==> src/rtl/mem_pkg.sv <==
// Shared constants and helpers for the mem FIFO slice.
package mem_pkg;

    localparam int WIDTH_DEFAULT = 8;
    localparam int DEPTH_DEFAULT = 16;

    // Ceiling log2, usable in constant expressions for pointer widths.
    function automatic int mem_clog2(input int value);
        int w;
        w = 0;
        for (int i = 0; i < 31; i++) begin
            if ((1 << i) < value) begin
                w = i + 1;
            end
        end
        return w;
    endfunction

    localparam int PTR_W_DEFAULT = mem_clog2(DEPTH_DEFAULT);

endpackage

==> src/rtl/mem_ram.sv <==
// Storage array for the FIFO: one synchronous write port, one
// combinational read port so the top can register the word on the read edge.
module mem_ram
    import mem_pkg::*;
#(
    parameter int WIDTH = WIDTH_DEFAULT,
    parameter int DEPTH = DEPTH_DEFAULT,
    parameter int AW    = mem_clog2(DEPTH)
) (
    input  logic             clk,
    input  logic             we,
    input  logic [AW-1:0]    waddr,
    input  logic [WIDTH-1:0] wdata,
    input  logic [AW-1:0]    raddr,
    output logic [WIDTH-1:0] rdata
);

    logic [WIDTH-1:0] store [DEPTH];

    // Write the addressed word on the rising edge when enabled.
    always_ff @(posedge clk) begin
        if (we) begin
            store[waddr] <= wdata;
        end
    end

    assign rdata = store[raddr];

endmodule

==> src/rtl/mem.sv <==
// Synchronous FIFO: pointers, occupancy count, flags and the registered
// Dataout. When empty, a simultaneous read and write bypasses storage.
module mem
    import mem_pkg::*;
#(
    parameter int WIDTH = WIDTH_DEFAULT,
    parameter int DEPTH = DEPTH_DEFAULT
) (
    input  logic             clk,
    input  logic             rst,
    input  logic             rd,
    input  logic             wr,
    input  logic [WIDTH-1:0] Datain,
    output logic [WIDTH-1:0] Dataout
);

    localparam int PTR_W = mem_clog2(DEPTH);
    localparam int CNT_W = PTR_W + 1;

    logic [PTR_W-1:0] wr_ptr;
    logic [PTR_W-1:0] rd_ptr;
    logic [CNT_W-1:0] count;
    logic [WIDTH-1:0] ram_rdata;

    logic empty;
    logic full;
    logic write_through;
    logic do_read;
    logic do_write;

    assign empty = (count == '0);
    assign full  = (count == CNT_W'(DEPTH));

    // Qualify requests: reading from empty while writing forwards Datain
    // directly, and a full FIFO still accepts a write when a read frees a slot.
    always_comb begin
        write_through = 1'b0;
        do_read       = 1'b0;
        do_write      = 1'b0;
        if (rd && wr && empty) begin
            write_through = 1'b1;
        end else begin
            do_read  = rd && !empty;
            do_write = wr && (!full || (rd && !empty));
        end
    end

    mem_ram #(
        .WIDTH (WIDTH),
        .DEPTH (DEPTH),
        .AW    (PTR_W)
    ) u_ram (
        .clk   (clk),
        .we    (do_write && !rst),
        .waddr (wr_ptr),
        .wdata (Datain),
        .raddr (rd_ptr),
        .rdata (ram_rdata)
    );

    // Pointer and occupancy bookkeeping; pointers wrap naturally at DEPTH.
    always_ff @(posedge clk) begin
        if (rst) begin
            wr_ptr <= '0;
            rd_ptr <= '0;
            count  <= '0;
        end else begin
            if (do_write) begin
                wr_ptr <= wr_ptr + PTR_W'(1);
            end
            if (do_read) begin
                rd_ptr <= rd_ptr + PTR_W'(1);
            end
            if (do_write && !do_read) begin
                count <= count + CNT_W'(1);
            end else if (do_read && !do_write) begin
                count <= count - CNT_W'(1);
            end
        end
    end

    // Registered read data; holds unless a read or write-through is taken.
    always_ff @(posedge clk) begin
        if (rst) begin
            Dataout <= '0;
        end else if (write_through) begin
            Dataout <= Datain;
        end else if (do_read) begin
            Dataout <= ram_rdata;
        end
    end

endmodule

==> config.mk <==
export PLATFORM = sky130hd
export DESIGN_NAME = mem
export DESIGN_NICKNAME = d
export VERILOG_FILES = /design/src/rtl/mem_pkg.sv /design/src/rtl/mem_ram.sv /design/src/rtl/mem.sv
export SDC_FILE = /design/constraint.sdc
export NUM_CORES = 1
export LEC_CHECK = 0
export BUFFER_PORTS_ARGS = -buffer_cell sky130_fd_sc_hd__buf_4
export CAP_MARGIN = 25
export CORE_MARGIN = 4
export CORE_UTILIZATION = 40
export CTS_CLUSTER_DIAMETER = 30
export DETAILED_ROUTE_END_ITERATION = 12
export SLEW_MARGIN = 10
export SYNTH_ARGS = -nofsm -noshare
export SYNTH_HDL_FRONTEND = slang
export SYNTH_SLANG_ARGS = --single-unit
==> constraint.sdc <==
create_clock -name clk -period 3.2 [get_ports clk]
set_input_delay 0.32 -clock clk [delete_from_list [all_inputs] [get_ports clk]]
set_output_delay 0.32 -clock clk [all_outputs]
set_load 0.05 [all_outputs]
==> flow_summary.yaml, run 1 <==
run_status:
  status: "complete, no violations"
timing:
  drv_slew: 0
  rsz0062_at_grt: "false"
  post-route-period-util: 0.931
  fmax_ghz: 0.336
  finalSetupTns_ps: 0
  skew_ps: 8.18
  hold_viol_final: 0
  worst_pin_slew_ps: 640
  slew_headroom: 0.572
  setup_violations: 0
  period_needed_ps: 2980
setup_path:
  crit_type: "register to register"
  crit_start: "count[0]"
  worst_setup_path_start_kind: "register"
  crit_path_end_kind: "register"
  crit_fanout: 10
  arrival_ps: 3290
  r2r_start: "count[0]"
  crit_required_ps: 3510
layout:
  drive_gt1_frac: 0.289
  fin_cells: 586
  area_growth_pct: 16.3
  final_nets: 407
  n_antenna_cell: 0
  final_core_util: 0.476
power:
  cell_internal_pwr_mw: 3.80
  pwr-share-clk: 0.363
  power.share.combinational: 0.186
  ir_worst_vdd_uv: 429
  power_density_mw_per_mm2: 720
  switchingPower_mw: 1.41
  p_leak_nw: 2.42
  p_total_mw: 5.21
  swShare: 0.271
  pwr-share-seq: 0.451
drt:
  avgViaCountPerCell: 5.38
  vias: 3152
  wire_per_inst_um: 21.4
  drt_wl_total_um: 12500
  remaining_drc_errors: 0
  dr.first_iter.drc_count: 219
  drt-pass1-iter-count: 4
  ant_nets: 0
hold_path:
  hold_class: "input pin to register"
  min_from: "Datain[6]"
logic_synthesis:
  synth_top_area_cell: "edfxtp_1"
  yosysSeqAreaShare: 0.698
  netlist_area_mm2: 0.00622
  netlist.area_leader.share: 0.618
  synth_cell_types: 40
  avgSynthCellArea_um2: 18.1
  syn_nets: 366
  ys_top_cells_by_area: "edfxtp_1 62%, mux4_2 12%, dfxtp_1 8.0%, mux2i_1 4.0%, nor2_1 2.0%"
  yosysWarnings: 0
  synthCells: 344
  ys_ff_latch: 153
run:
  cap_violations: 0
floorplan:
  num_rows: 45
  die_area_mm2: 0.0176
  core_area_mm2: 0.0152
  ios: 20
  die_w_um: 133
  start_util: 0.409
  die_y_um: 133
global_routing:
  grt_max_degree: 33
  grt.total_usage: 0.152
  grt_overflow: 0
  antenna_found_initial: 0
  grt_pass1_vias: 3268
  grt_pass1_wl_um: 19700
placement:
  post-place-cells: 554
  finalWeightedCongestion: 0.705
  port_buffers: 19
  dpl.hpwl_um: 7660
clock_tree:
  tritoncts: "built"
  cts_root_buf: "clkbuf_16"
  clockBufferDepth: 2
  insertion_delay_ps: 420
  cts_sinks: 153
  holdBufCountCts: 0
  cts_resized: 0
  cts_max_level: 4
  cts_setup_buffers: 0
  numCtsBuffers: 17
  clkTransAtPathRegs_ps: 60
## final timing paths
| kind | endpoint | slack, ps | cells after the start |
|---|---|---|---|
| setup / recovery | count[4] | 220 | 9 |
| hold / removal | u_ram.store[9][6] | 220 | 1 |
| setup reg to reg | count[4] | 220 | 9 |
| hold reg to reg | Dataout[4] | 480 | 2 |
## power groups by stage
| stage | Clock, mW | Sequential, mW | Combinational, mW |
|---|---|---|---|
| 3_5_place_dp | 0 | 2.39 | 0.972 |
| 4_1_cts | 1.94 | 2.35 | 0.978 |
| 6_report | 1.89 | 2.35 | 0.967 |
| 3_3_place_gp | 0 | 2.38 | 0.949 |
| 2_1_floorplan | 0 | 2.46 | 0.651 |
| 5_1_grt | 2.03 | 2.36 | 1.06 |
## sequential cells by signal, indices dropped and copies added, names as in the netlist, named ones only
signal and count:
u_ram.store 128, Dataout 8, rd_ptr 4, wr_ptr 4
count 5
## Yosys cell counts
master,n
buf_2,4
xnor2_1,3
nand2_1,12
nand3b_1,3
nor4_1,1
dfxtp_1,25
a21oi_1,3
a21o_2,1
xor2_1,7
o21a_1,1
o31a_4,1
o31ai_2,1
and3_1,2
o21ai_0,1
a311oi_1,1
nor2_1,33
fa_1,1
nor3b_1,1
nand3_1,1
inv_1,5
mux2i_1,25
mux2_2,1
a221oi_2,7
edfxtp_1,128
a31oi_1,1
o211ai_1,4
a21o_1,1
o31a_1,1
or4_4,1
nor2b_1,1
a22o_1,7
o31ai_1,1
ha_1,9
mux4_2,32
buf_6,1
buf_4,2
or3b_2,1
or3_1,1
a211o_1,1
clkbuf_1,12
## layer usage
metal / part of all wire / global-route usage / vias up / wire, um
met2: 0.49 / 0.242 / 81 / 6150
met5: 0 / 0 / - / 0
met1: 0.44 / 0.204 / 1611 / 5490
met3: 0.060 / 0.0384 / 15 / 754
met4: 0.011 / 0.0537 / 0 / 142
li1: - / - / 1445 / -
## critical path, cell delays in order (launching register included)
cell,delay [ps]
dfxtp_1,350
or4_4,630
o21a_1,300
ha_1,220
inv_1,160
ha_1,300
a21o_1,170
a21oi_1,170
mux2i_1,210
mux2_2,350
## cell families (layout without fill, tap and decap cells)
family / count (synthesis) / in the layout / synth area share
fa+ha+maj: 10 / 10 / 0.0213
xor+xnor: 10 / 10 / 0.0141
flops: 153 / 153 / 0.698
mux: 58 / 58 / 0.158
simple gates: 57 / 57 / 0.0410
buf+inv: 24 / 78 / 0.0177
compound gates: 32 / 32 / 0.0499
## cells in the final DEF (no fill, tap or decap), types with 9 or more instances in the layout
cell and count:
mux4_2 32, edfxtp_1 128, clkbuf_16 17, dfxtp_1 24
buf_4 41, nor2_1 33, mux2i_1 25, ha_1 9
nand2_1 12
## area by class of cell
class | instances | area, um^2
sequential | 153 | 4350
inverter | 5 | 18.8
tap | 188 | 235
clock inverter | 14 | 131
clock buffer | 18 | 429
fill | 1299 | 7970
multi-input combinational | 167 | 1770
timing repair buffer | 41 | 308
## through the flow
step / setup WS, ps / area (um^2) / hold slack, ps
global route: 69.7 / 7240 / 223
global placement: 281 / 6680 / 475
CTS: 208 / 7240 / 209
finish: 220 / 7240 / 223
detailed placement: 224 / 6680 / 483
floorplan: 75.2 / 6220 / 419
No activity file was read; power rests on OpenSTA's default activity.
==> inputs of run 2 (changes only) <==
- ABC_AREA: unset -> 1
==> run 2 against run 1 <==
  * Maximum frequency up 13%
  * Hold slack worse by 15 ps
  * First-iteration DRC count is 92% higher
  * Register-to-register slack improved by 340 ps
==> flow_summary.yaml, run 2 <==
run_status:
  status: "complete, no violations"
power:
  power_density_mw_per_mm2: 746
  p_total_mw: 5.69
  p_leak_nw: 3.15
  pwr-share-seq: 0.408
  ir_worst_vdd_uv: 500
  pwr-share-clk: 0.349
  cell_internal_pwr_mw: 3.93
  swShare: 0.311
  switchingPower_mw: 1.77
  power.share.combinational: 0.243
setup_path:
  cpMostUsedCell: "nor2_1"
  slowest_delay_ps: 420
  crit_chain: "nor2_2, nand4_2, nor2_1, inv_2, nand2_2, inv_2, ha_1, inv_1, fa_1, a21o_1, a21oi_1, nor2_1, nor2_1, nand2_1, nand2_1, nand2_1, nor2_1"
  crit_type: "register to register"
  crit_fanout: 10
  crit_required_ps: 3560
  cp_slowest_cell: "dfxtp_1"
  crit_family: "simple AND/OR/NAND/NOR gates"
  crit_path_end_kind: "register"
  worst_setup_path_start_kind: "register"
  cp.buffers_inverters: 3
  arrival_ps: 3000
clock_tree:
  insertion_delay_ps: 420
  cts_max_level: 4
  holdBufCountCts: 0
  numCtsBuffers: 17
  tritoncts: "built"
  cts_sinks: 153
  cts_setup_buffers: 0
  cts_resized: 0
  cts_root_buf: "clkbuf_16"
  clockBufferDepth: 2
  clkTransAtPathRegs_ps: 60
floorplan:
  die_y_um: 138
  die_w_um: 138
  ios: 20
  core_area_mm2: 0.0166
  num_rows: 47
  start_util: 0.410
  die_area_mm2: 0.0191
layout:
  drive_gt1_frac: 0.0982
  n_antenna_cell: 0
  final_common_cell: "nand2_1"
  reg_top3: "u_ram.store (128), Dataout (8), count (5)"
  final_nets: 722
  max_flop_register: "u_ram.store"
  area_growth_pct: 12.4
  fillers: 1587
  largest_reg_flops: 128
  final_cell_mix: "225 x nand2_1, 128 x edfxtp_1, 95 x nand3_1"
drt:
  dr.first_iter.drc_count: 421
  drt_wl_total_um: 15400
  drt-pass1-iter-count: 5
  avgViaCountPerCell: 4.93
  vias: 4601
  ant_nets: 0
  remaining_drc_errors: 0
  wire_per_inst_um: 16.5
logic_synthesis:
  ys_ff_latch: 153
  avgSynthCellArea_um2: 9.93
  yosys-top-cells-count: "225 x nand2_1, 128 x edfxtp_1, 95 x nand3_1"
  netlist.area_leader.share: 0.566
  ys_top_cells_by_area: "edfxtp_1 57%, nand2_1 12%, dfxtp_1 7.4%, nand3_1 7.0%, inv_1 4.8%"
  yosysSeqAreaShare: 0.640
  async_reset_ff_frac: 0
  yosysWarnings: 0
  netlist_area_mm2: 0.00679
  syn_nets: 706
  synth_enable_flop_cells: 128
  yosys_most_used_dff: "edfxtp_1"
  synth_top_area_cell: "edfxtp_1"
  synth_cell_types: 26
  synthCells: 684
  yosysMostFrequentCell: "nand2_1"
global_routing:
  grt.total_usage: 0.167
  grt_max_degree: 65
  grt_pass1_wl_um: 24700
  grt_overflow: 0
  grt_pass1_vias: 4629
  antenna_found_initial: 0
run:
  cap_violations: 0
timing:
  rsz0062_at_grt: "false"
  hold_viol_final: 0
  slew_headroom: 0.452
  skew_ps: 8.45
  drv_slew: 0
  period_needed_ps: 2640
  post-route-period-util: 0.826
  fmax_ghz: 0.378
  finalSetupTns_ps: 0
  setup_violations: 0
  worst_pin_slew_ps: 819
placement:
  dpl.hpwl_um: 9760
  finalWeightedCongestion: 0.869
  port_buffers: 19
hold_path:
  hold_class: "input pin to register"
[run 2: changes by cell type after synthesis, moves of 9 or more]
cell,change
o21ai_0,+9
mux4_2,-32
nand2_1,+213
clkbuf_1,-10
nor2_1,+10
inv_1,+81
mux2i_1,-25
nand3_1,+94
[run 2: final cells by class]
cell class | count | area (um^2) | share of cell area
tap | 220 | 275 | 0.0361
inverter | 90 | 338 | 0.0443
multi-input combinational | 413 | 1880 | 0.246
sequential | 153 | 4350 | 0.569
clock inverter | 7 | 91.3 | 0.0120
timing repair buffer | 25 | 208 | 0.0272
clock buffer | 25 | 497 | 0.0651
[run 2: layer usage]
metal / GRT usage / share of wire / up-vias
met1: 0.215 / 0.45 / 2200
met2: 0.268 / 0.47 / 128
met5: 0 / 0 / -
met4: 0.0634 / 0.019 / 0
met3: 0.0470 / 0.052 / 21
li1: - / - / 2252
[run 2: kinds of logic after synthesis]
logic type               synth area share
AO/OA/AOI/OAI                      0.0282
XOR/XNOR                          0.00516
adder cells (fa/ha/maj)            0.0195
AND/OR/NAND/NOR                     0.224
flip-flops                          0.640
buffers and inverters              0.0840
[run 2: worst reg2reg max path, delay by kind of cell, from the launching register on]
kind	cells	cell delay, ps
AND/OR/NAND/NOR	10	770
AO/OA/AOI/OAI	2	360
flip-flops	1	420
adder cells (fa/ha/maj)	2	630
buffers and inverters	3	410
[run 2: final timing paths]
| path | startpoint | to | slack [ps] | depth (start not counted) |
|---|---|---|---|---|
| hold / removal | rst | Dataout[4] | 210 | 2 |
| hold reg to reg | rd_ptr[3] | register | 480 | 2 |
| setup / recovery | count[0] | count[4] | 560 | 17 |
| setup reg to reg | count[0] | count[4] | 560 | 17 |
[run 2: metrics by stage]
step                 util  setup slack, ps  cells  instance area, um^2  hold slack (ps)
global route        0.460              292    933                 7630              201
detailed placement  0.425              614    901                 7040              460
global placement    0.423              656    900                 7020              449
CTS                 0.460              572    933                 7630              188
finish              0.460              557    933                 7630              208
floorplan               -              892    684                 6790              419
[run 2: power by group through the flow]
stage	Combinational, mW	Sequential [mW]	Clock, mW
floorplan	0.983	2.44	0
global placement	1.33	2.36	0
detailed placement	1.38	2.37	0
CTS	1.39	2.33	2.01
global route	1.55	2.34	2.10
finish	1.38	2.32	1.99
==> inputs of run 3 (changes only) <==
- clock period: 3.2 -> 2.3 ns (I/O delays scaled with it)
==> run 3 against run 2 <==
  * Via count grew 1.5%
  * Critical path depth is 2 lower
  * Clock power grew 39%
  * Critical endpoint unchanged
==> flow_summary.yaml, run 3 (same netlist as run 2, synthesis figures left out) <==
timing:
  post-route-period-util: 0.936
  fmax_ghz: 0.464
  slew_headroom: 0.655
  skew_ps: 5.96
  hold_viol_final: 0
  drv_slew: 0
  worst_pin_slew_ps: 517
  period_needed_ps: 2150
  setup_violations: 0
  finalSetupTns_ps: 0
  rsz0062_at_grt: "true"
  fin_ws_ps: 147
clock_tree:
  clockBufferDepth: 2
  insertion_delay_ps: 420
  cts_sinks: 153
  cts_max_level: 4
  clkTransAtPathRegs_ps: 60
  numCtsBuffers: 17
  cts_root_buf: "clkbuf_16"
  holdBufCountCts: 0
  tritoncts: "built"
drt:
  vias: 4670
  avgViaCountPerCell: 4.90
  wire_per_inst_um: 16.2
  dr.first_iter.drc_count: 349
  ant_nets: 0
  drt_wl_total_um: 15400
  dr_wl_met3_um: 571
  drt-pass1-iter-count: 7
  met2_wirelength_um: 7860
  top_layer_used: "met4"
  wl_met1_um: 6730
  remaining_drc_errors: 0
hold_path:
  worstHoldEndpoint: "Dataout[3]"
  hold_class: "input pin to register"
  min_delay_path_depth: 2
  min_from: "rst"
floorplan:
  start_util: 0.410
  die_y_um: 138
  num_rows: 47
  core_area_mm2: 0.0166
  ios: 20
  die_w_um: 138
  die_area_mm2: 0.0191
run_status:
  status: "complete, no violations"
setup_path:
  crit_type: "register to register"
  ff2ff_setup_slack_ps: 150
  crit_fanout: 5
  crit_path_end_kind: "register"
  arrival_ps: 2510
  crit_required_ps: 2660
  r2r-end: "count[4]"
  worst_setup_path_start_kind: "register"
  reg2regPathDepth: 15
  r2r_start: "count[0]"
global_routing:
  grt_pass1_vias: 4467
  grt_max_degree: 65
  grt_overflow: 0
  antenna_found_initial: 0
  grt_pass1_wl_um: 24200
  grt.total_usage: 0.163
placement:
  port_buffers: 19
  pre_cts_slack_ps: -90.7
  finalWeightedCongestion: 0.873
  dpl.hpwl_um: 9850
layout:
  fillers: 1525
  final_nets: 743
  drive_gt1_frac: 0.146
  largest_reg_flops: 128
  final_common_cell: "nand2_1"
  final_cell_mix: "225 x nand2_1, 128 x edfxtp_1, 95 x nand3_1"
  reg_top3: "u_ram.store (128), Dataout (8), count (5)"
  n_antenna_cell: 0
  area_growth_pct: 15.7
  max_flop_register: "u_ram.store"
power:
  ir_worst_vdd_uv: 592
  p_leak_nw: 3.27
  power_density_mw_per_mm2: 1030
run:
  cap_violations: 0
[run 3: cell count changes in the layout (fill, tap and decap cells not counted), sizes merged]
cell	previous run	this run
clkinv	4	9
clkbuf	25	17
buf	25	46
bufinv	2	3
clkinvlp	1	2
[run 3: routing by layer]
metal | vias to the layer above | GRT usage
met5 | - | 0
met4 | 0 | 0.0619
met3 | 26 | 0.0359
met2 | 95 | 0.276
met1 | 2250 | 0.206
li1 | 2299 | -
[run 3: final cells by class]
class	count	area [um^2]	share of cell area
well taps	220	275	0.0350
inverters	90	340	0.0433
flip-flops and latches	153	4350	0.554
clock inverters	14	158	0.0201
repair buffers	46	383	0.0487
multi-input cells	413	1920	0.245
clock buffers	17	425	0.0541
[run 3: worst max-delay path, stage by stage, from the launching register on]
cell and delay, ps:
dfxtp_4 380, nor2_4 50, a41oi_2 190, nand2_2 100, inv_2 80, ha_4 150, inv_4 50, fa_2 340
a21o_1 190, a21oi_2 130, nor2_1 50, nor2_1 80, nand2_1 80, nand2_1 60, nand2_1 40, nor2_1 100
[run 3: timing repair]
action | in CTS | in global routing
endpoints found under the setup margin | 1 | 2
resized for setup | 6 | 10
buffers inserted | 0 | 1
pin swaps | 1 | 4
gates cloned | 0 | 0
[run 3: per-stage QoR]
stage	area (um^2)	hold WS [ps]	instances	util	power (mW)
2_1_floorplan	6790	329	684	-	4.77
3_3_place_gp	7210	459	921	0.435	5.25
3_5_place_dp	7210	460	921	0.435	5.31
4_1_cts	7820	92.4	952	0.471	8.10
5_1_grt	7860	106	953	0.474	8.52
6_report	7860	102	953	0.474	8.11
[run 3: report_power, final]
part / switching [mW] / total [mW] / internal [mW] / leakage (nW)
Sequential: 0.0959 / 3.25 / 3.15 / 1.36
Clock: 1.08 / 2.77 / 1.68 / 0.286
Combinational: 1.40 / 2.10 / 0.697 / 1.62
Total: 2.58 / 8.11 / 5.53 / 3.27
[run 3: how the worst max path moves through the flow]
stage,startpoint,end,slack (ps),cells after the start
after global placement,count[0],count[4],40,17
after CTS,count[0],count[4],30,15
after global routing,count[0],count[4],-50,15
final,count[0],count[4],150,15
after floorplan,count[1],count[4],1,16
after detailed placement,count[0],count[4],-90,15
